$ cat src/rtl/argmin_pkg.sv
// Shared types and helpers for the serial signed argmin reducer.
package argmin_pkg;

    typedef enum logic [0:0] {
        ACCUM = 1'b0,
        HOLD  = 1'b1
    } argmin_state_e;

    // Index width for a frame of n samples; a single-sample frame still needs one bit.
    function automatic int argmin_idx_w(input int n);
        return (n > 1) ? $clog2(n) : 1;
    endfunction

endpackage

$ cat src/rtl/argmin_cmp_sel.sv
// Combinational compare-select cell: keeps the running minimum or takes the candidate.
module argmin_cmp_sel #(
    parameter int WIDTH = 8,
    parameter int IDX_W = 4
) (
    input  logic             first,
    input  logic [WIDTH-1:0] cur_min,
    input  logic [IDX_W-1:0] cur_idx,
    input  logic [WIDTH-1:0] cand_data,
    input  logic [IDX_W-1:0] cand_idx,
    output logic [WIDTH-1:0] next_min,
    output logic [IDX_W-1:0] next_idx
);

    // Strict less-than keeps the earliest index on ties.
    always_comb begin
        next_min = cur_min;
        next_idx = cur_idx;
        if (first || ($signed(cand_data) < $signed(cur_min))) begin
            next_min = cand_data;
            next_idx = cand_idx;
        end else begin
            next_min = cur_min;
            next_idx = cur_idx;
        end
    end

endmodule

$ cat src/rtl/serial_argmin_signed.sv
// Streaming signed argmin reducer over an N-beat frame with valid/ready on both sides.
// Optional framing check enabled with ARGMIN_LAST_CHECK_EN (adds in_last / frame_err).
module serial_argmin_signed
    import argmin_pkg::*;
#(
    parameter  int WIDTH = 8,
    parameter  int N     = 16,
    localparam int IDX_W = argmin_idx_w(N)
) (
    input  logic             clk,
    input  logic             rst_n,
    input  logic             in_valid,
    output logic             in_ready,
    input  logic [WIDTH-1:0] in_data,
    output logic             out_valid,
    input  logic             out_ready,
    output logic [WIDTH-1:0] out_min,
`ifdef ARGMIN_LAST_CHECK_EN
    output logic [IDX_W-1:0] out_argmin,
    input  logic             in_last,
    output logic             frame_err
`else
    output logic [IDX_W-1:0] out_argmin
`endif
);

    localparam logic [IDX_W-1:0] LAST_IDX = IDX_W'(N - 1);

    argmin_state_e    state_r;
    argmin_state_e    state_next_s;
    logic [IDX_W-1:0] cnt_r;
    logic [WIDTH-1:0] min_r;
    logic [IDX_W-1:0] idx_r;
    logic [WIDTH-1:0] out_min_r;
    logic [IDX_W-1:0] out_argmin_r;
    logic             out_valid_r;
    logic             beat_s;
    logic             frame_end_s;
    logic             xfer_s;
    logic             ready_s;
    logic [WIDTH-1:0] next_min_s;
    logic [IDX_W-1:0] next_idx_s;

    argmin_cmp_sel #(
        .WIDTH(WIDTH),
        .IDX_W(IDX_W)
    ) u_cmp_sel (
        .first    (cnt_r == '0),
        .cur_min  (min_r),
        .cur_idx  (idx_r),
        .cand_data(in_data),
        .cand_idx (cnt_r),
        .next_min (next_min_s),
        .next_idx (next_idx_s)
    );

    // FSM state register.
    always_ff @(posedge clk or negedge rst_n) begin
        if (!rst_n) begin
            state_r <= ACCUM;
        end else begin
            state_r <= state_next_s;
        end
    end

    // FSM next-state: leave ACCUM on the final beat, leave HOLD on result transfer.
    always_comb begin
        state_next_s = state_r;
        case (state_r)
            ACCUM: begin
                if (frame_end_s) begin
                    state_next_s = HOLD;
                end else begin
                    state_next_s = ACCUM;
                end
            end
            HOLD: begin
                if (xfer_s) begin
                    state_next_s = ACCUM;
                end else begin
                    state_next_s = HOLD;
                end
            end
            default: state_next_s = ACCUM;
        endcase
    end

    // FSM outputs and handshake qualifiers; ready depends on state only.
    always_comb begin
        ready_s     = 1'b0;
        case (state_r)
            ACCUM:   ready_s = 1'b1;
            HOLD:    ready_s = 1'b0;
            default: ready_s = 1'b0;
        endcase
        beat_s      = in_valid && ready_s;
        frame_end_s = beat_s && (cnt_r == LAST_IDX);
        xfer_s      = out_valid_r && out_ready;
    end

    // Running minimum, its index and the beat counter; in_data only sampled on beats.
    always_ff @(posedge clk or negedge rst_n) begin
        if (!rst_n) begin
            cnt_r <= '0;
            min_r <= '0;
            idx_r <= '0;
        end else if (beat_s) begin
            cnt_r <= frame_end_s ? '0 : (cnt_r + IDX_W'(1));
            min_r <= next_min_s;
            idx_r <= next_idx_s;
        end
    end

    // Result registers: captured on the final beat, held through HOLD and beyond.
    always_ff @(posedge clk or negedge rst_n) begin
        if (!rst_n) begin
            out_valid_r  <= 1'b0;
            out_min_r    <= '0;
            out_argmin_r <= '0;
        end else if (frame_end_s) begin
            out_valid_r  <= 1'b1;
            out_min_r    <= next_min_s;
            out_argmin_r <= next_idx_s;
        end else if (xfer_s) begin
            out_valid_r  <= 1'b0;
        end
    end

`ifdef ARGMIN_LAST_CHECK_EN
    logic frame_err_r;

    // Flag any beat whose in_last disagrees with the count-based frame position.
    always_ff @(posedge clk or negedge rst_n) begin
        if (!rst_n) begin
            frame_err_r <= 1'b0;
        end else begin
            frame_err_r <= beat_s && (in_last != (cnt_r == LAST_IDX));
        end
    end

    assign frame_err = frame_err_r;
`endif

    assign in_ready   = ready_s;
    assign out_valid  = out_valid_r;
    assign out_min    = out_min_r;
    assign out_argmin = out_argmin_r;

endmodule

$ cat config.mk
export PLATFORM = sky130hd
export DESIGN_NAME = serial_argmin_signed
export DESIGN_NICKNAME = d
export VERILOG_FILES = /design/src/rtl/argmin_pkg.sv /design/src/rtl/argmin_cmp_sel.sv /design/src/rtl/serial_argmin_signed.sv
export SDC_FILE = /design/constraint.sdc
export NUM_CORES = 1
export LEC_CHECK = 0
export CAP_MARGIN = 5
export CORE_UTILIZATION = 40
export DETAILED_ROUTE_END_ITERATION = 10
export SYNTH_ARGS = -nofsm -noshare
export SYNTH_HDL_FRONTEND = slang
export SYNTH_SLANG_ARGS = --single-unit
$ cat constraint.sdc
create_clock -name clk -period 4.1 [get_ports clk]
set_input_delay 0.82 -clock clk [delete_from_list [all_inputs] [get_ports clk]]
set_output_delay 0.82 -clock clk [all_outputs]
set_load 0.01 [all_outputs]
== Yosys cells after proc, flatten, opt, wreduce, memory -nomap -nowiden ==
Cells that the tools add are included.
Operators by class
  bitwise logic cells: 1
  multiplexer cells: 9
  magnitude comparators: 1
  reductions and logical operators: 6
  eq/ne operators: 1
  add/sub/neg operators: 1
Operators by type and width (count)
  < comparator 8 bit: 1
  2-to-1 mux 4 bit: 2
  2-to-1 mux 8 bit: 1
  adder 4 x 1 -> 4 bit, second input constant: 1
  equality test 4 bit, second input constant: 1
  zero test 4 bit: 1
  2-to-1 mux 1 bit: 4
  case mux 1 bit (2 select lines): 2
  logical AND 1 bit: 3
  nonzero test 2 bit: 1
  logical OR 1 bit: 1
  NOT 1 bit: 1
Storage, ports and cells
  register bits: 30
  word-level logic and storage cells: 26
  output and inout port bits: 14

== Depth between registers and ports, before layout ==
  depth in word-level cells: 6
  mapped depth: 8

== By module ==
A second synthesis with hierarchy kept.
Second synthesis, totals
  cells, all modules: 119
  area total of the unflattened synthesis: 1622.8 um^2
By module, submodules not included
  serial_argmin_signed: cells an instance 81, times used 1, area an instance 1291.2 um^2
  argmin_cmp_sel: cells an instance 38, times used 1, area an instance 331.6 um^2

== Worst setup path before layout ==
Ideal clock, no wire load.
  path type: input port to flip-flop
  start point: input port in_data[5]
  end point: register idx_r[0]
  buffers on the path: 1
  data required time: 3.975 ns
  stages on the path: 7
  slack: 1.530 ns
  arrival time: 2.445 ns
  cell sequence: ha_1 > a21o_1 > a2111oi_4 > o21ai_2 > a21boi_4 > buf_12 > mux2_4
On the way
  longest elaborated chain between the ends: 3
Ends and longest elaborated chain
  start: declaration: line serial_argmin_signed.sv:14  | input logic [WIDTH-1:0] in_data,
  < comparator 8 bit: line argmin_cmp_sel.sv:19  | if (first || ($signed(cand_data) < $signed(cur_min))) begin
  logical OR 1 bit: line argmin_cmp_sel.sv:19
  2-to-1 mux 4 bit: line argmin_cmp_sel.sv:19
  end signal: assignment: line serial_argmin_signed.sv:110  | idx_r <= next_idx_s;
  end: declaration: line serial_argmin_signed.sv:33  | logic [IDX_W-1:0] idx_r;
No other way between the ends.
A chain may end at the register's enable or synchronous reset.

== Worst setup path in the final report ==
  start point: input port in_data[5]
  end point: register min_r[4]
On the way
  longest elaborated chain between the ends: 3
Ends and longest elaborated chain
  < comparator 8 bit: line argmin_cmp_sel.sv:19
  logical OR 1 bit: line argmin_cmp_sel.sv:19
  2-to-1 mux 8 bit: line argmin_cmp_sel.sv:19
  end signal: assignment: line serial_argmin_signed.sv:109  | min_r <= next_min_s;
  end: declaration: line serial_argmin_signed.sv:32  | logic [WIDTH-1:0] min_r;
No other way between the ends.

==> summary.md <==
| Metric | Value |
|---|---|
| Fmax achieved | `0.3093 GHz` |
| YS warnings | `0` |
| Routed len/inst | `~15 um` |
| Vias per inst | `5.199` |
| CP cell instances | `clkdlybuf4s50_1, ha_1, a21o_1, a2111oi_4, o21ai_2, a21boi_4, mux2_2` |
| Normalized max-slew margin | `0.5904` |
| CTS Buffer Depth | `2` |
| Non-Filler Instances | `226` |
| Crit-path max FO | `12` |
| Starting density of the core | `0.4251` |
| WL final | `3386 um` |
| Layout cell share with drive strength beyond 1 | `0.1236` |
| Final Hold Viols | `0` |
| Setup TNS | `0 ps` |
| CP Launch Type | `primary input` |
| Number of global-route vias before repair | `1164` |
| Leak Pwr | `roughly 0.00086 uW` |
| IO Count | `26` |
| Number of synthesized register bits | `30` |
| Type of the worst min-delay path | `register to register` |
| Count of final setup violators | `0` |
| Detailed-route DRC error count | `0` |
| Xor and xnor area share after synthesis | `0.005503` |
| Total core area | `3744 sq um` |
| Crit path DAT | `3400 ps` |
| PostCTS Resize Cnt | `0` |
| Slew Limit Fails | `0` |
| Gr usage total | `0.1844` |
| N_diodes | `0` |
| Compound-cell area share of the yosys netlist | `0.2099` |
| Setup bufs post-CTS | `0` |
| First DRT Iteration DRCs | `a little under 60` |
| Largest family of logic cells by synthesized area | `compound AO/OA/AOI/OAI gates` |
| Hold_buf cts | `0` |
| Reg clk slew, reported paths | `60 ps` |
| Layout Nets | `~200` |
| Worst-Skew Late Latency | `between 200 and 300 ps` |
| Drt pass-1 iters | `4` |
| Initial antenna violation count | `0` |
| Status | `finished clean` |
| I/O Buffers | `25` |
| Fin crit period | `3233 ps` |
| Fin crit share | `0.7885` |
| Netlist Area Pre-Place | `1592 sq um` |
| Post-synthesis simple-gate area fraction | `0.08255` |
| Mean Syn Cell Area | `10.47 sq um` |
| Vias | `1175` |
| Post-synth top flop | `dfrtp_1` |
| Worst path bufs/invs | `1` |
| Post-synthesis mux area share | `0.09906` |
| PD cells | `745.2 nW/um^2` |
| DP HPWL | `roughly 2300 um` |
| # rows | `22` |
| Die height | `roughly 65 um` |
| Area Growth Syn to Fin | `22.25%` |
| Clock Skew | `3.835 ps` |
| Register area share after synthesis | `0.4717` |
| Peak VDD IR | `around 0.34 mV` |
| Pin count of the biggest net entering global routing | `31` |
| Chip Width | `65.08 um` |
| WS Path Type | `primary input to register` |
| Crit. End Element | `register` |
| Largest cells by area after synthesis | `dfrtp_1, mux2_4, ha_1` |
| Adder-Cell Fraction of Synth Area | `0.07075` |
| Critical Path RT | `between 4000 and 5000 ps` |
| Distinct cells, synth | `26` |
| H-Tree Depth | `2` |
| Number of synthesized flops with an enable pin | `0` |
| Cell count after placement | `approximately 220` |
| Die area | `4235 sq um` |
| Slowest library cell on the worst path | `a21boi_4` |
| Synth top area share | `0.4717` |
| First-pass GRT wire length | `5747 um` |
| Critical path's top delay family | `compound AO/OA/AOI/OAI gates` |
| Syn Nets | `173` |
| Max-Cap Viols | `0` |
| GR Overflow Total | `0` |
| Asr flop ratio synth | `1.000` |
| Delay of the slowest critical-path stage | `550 ps` |
| CTS tree | `built` |
| Worst-Margin Slew | `612.6 ps` |
| Final GP Congestion | `0.7551` |
| CTS Buf Count | `5` |
| Unrepaired setup endpoints after global routing | `false` |
| Gate Count Post-Synth | `152` |
| CTS Sinks | `30` |
| Dominant cell type by area after synthesis | `dfrtp_1` |
| Post-route ant nets | `0` |
| CTS Root Cell | `clkbuf_8` |
==> per-layer routing <==
metal,wire [um],up-vias,GRT usage
met5,0,-,0
met4,53,0,0.07337
met3,140,7,0.04930
met2,1527,22,0.2760
met1,1664,565,0.2517
li1,-,581,-
==> tightest hold or removal path, cell delays in order, from the launching register on <==
cell	delay (ps)
dfrtp_1	360
nand2_1	60
nand2_1	50
==> synth_stat cells (2+ instances only) <==
master      n
inv_1      13
dfrtp_1    30
a21o_1      2
ha_1        9
mux2_4      9
mux2_2      2
clkbuf_1    6
a2111oi_4   2
a21oi_1    12
o21a_1      2
nand2_1    11
nor2_1     16
o21ai_0    15
a31oi_1    11
==> placed cells by master (no fill, tap or decap), drive strengths merged <==
cell	count
nand2b	1
a21o	2
nand4	1
a2111oi	2
nor2	16
xnor2	1
and2	1
clkbuf	7
a21oi	12
o41ai	1
a31oi	11
nand3	1
inv	13
buf	2
o21a	2
o21ai	16
o2111ai	1
ha	9
nand2	11
mux2	11
clkdlybuf4s50	25
nor2b	1
dfrtp	30
a21boi	1
==> metrics by stage <==
step	setup WS, ps	instance area, sq um	util	power (uW)	hold slack [ps]
after detailed placement	614.3	1869	0.4993	1235	497.6
final	867.3	1946	0.5197	1450	512.6
after global placement	665.3	1869	0.4993	1214	487.5
after CTS	893.5	1946	0.5197	1460	516.0
after floorplan	1530	1592	-	1023	466.0
after global routing	784.4	1946	0.5197	1562	530.6
==> where the power goes <==
part	internal [uW]	switching, uW
registers	432	98.7
clock network	117	103
logic	349	351
total	898	552
==> flip-flops by register name, summed over array words and instances, names as in the netlist <==
register / count
out_argmin: 4
idx_r: 4
cnt_r: 4
min_r: 8
out_valid: 1
state_r: 1
out_min: 8
==> cells by family (layout without fill, tap and decap cells) <==
kind of cell	Yosys count	in the layout
simple gates	32	32
compound gates	48	48
flops	30	30
mux	11	11
xor+xnor	1	1
buf+inv	21	47
fa+ha+maj	9	9
==> layout make-up <==
| type | instances | area [sq um] |
|---|---|---|
| clock buffers | 7 | 76.32 |
| fillers | 349 | 1798 |
| inverters | 13 | 48.80 |
| multi-input cells | 101 | 744.5 |
| flip-flops and latches | 30 | 750.7 |
| well taps | 48 | 60.06 |
| repair buffers | 27 | 265.3 |
==> final timing paths <==
path	start	to	slack, ps	cells past startpoint
max in group asynchronous	rst_n	out_min[3]	2880	2
min in group asynchronous	rst_n	out_min[2]	920	2
hold reg to reg	state_r	state_r	510	2
hold / removal	state_r	state_r	510	2
setup / recovery	in_data[5]	min_r[4]	870	7
setup reg to reg	min_r[5]	min_r[4]	1490	7
Power figures use the tool's default switching activity.
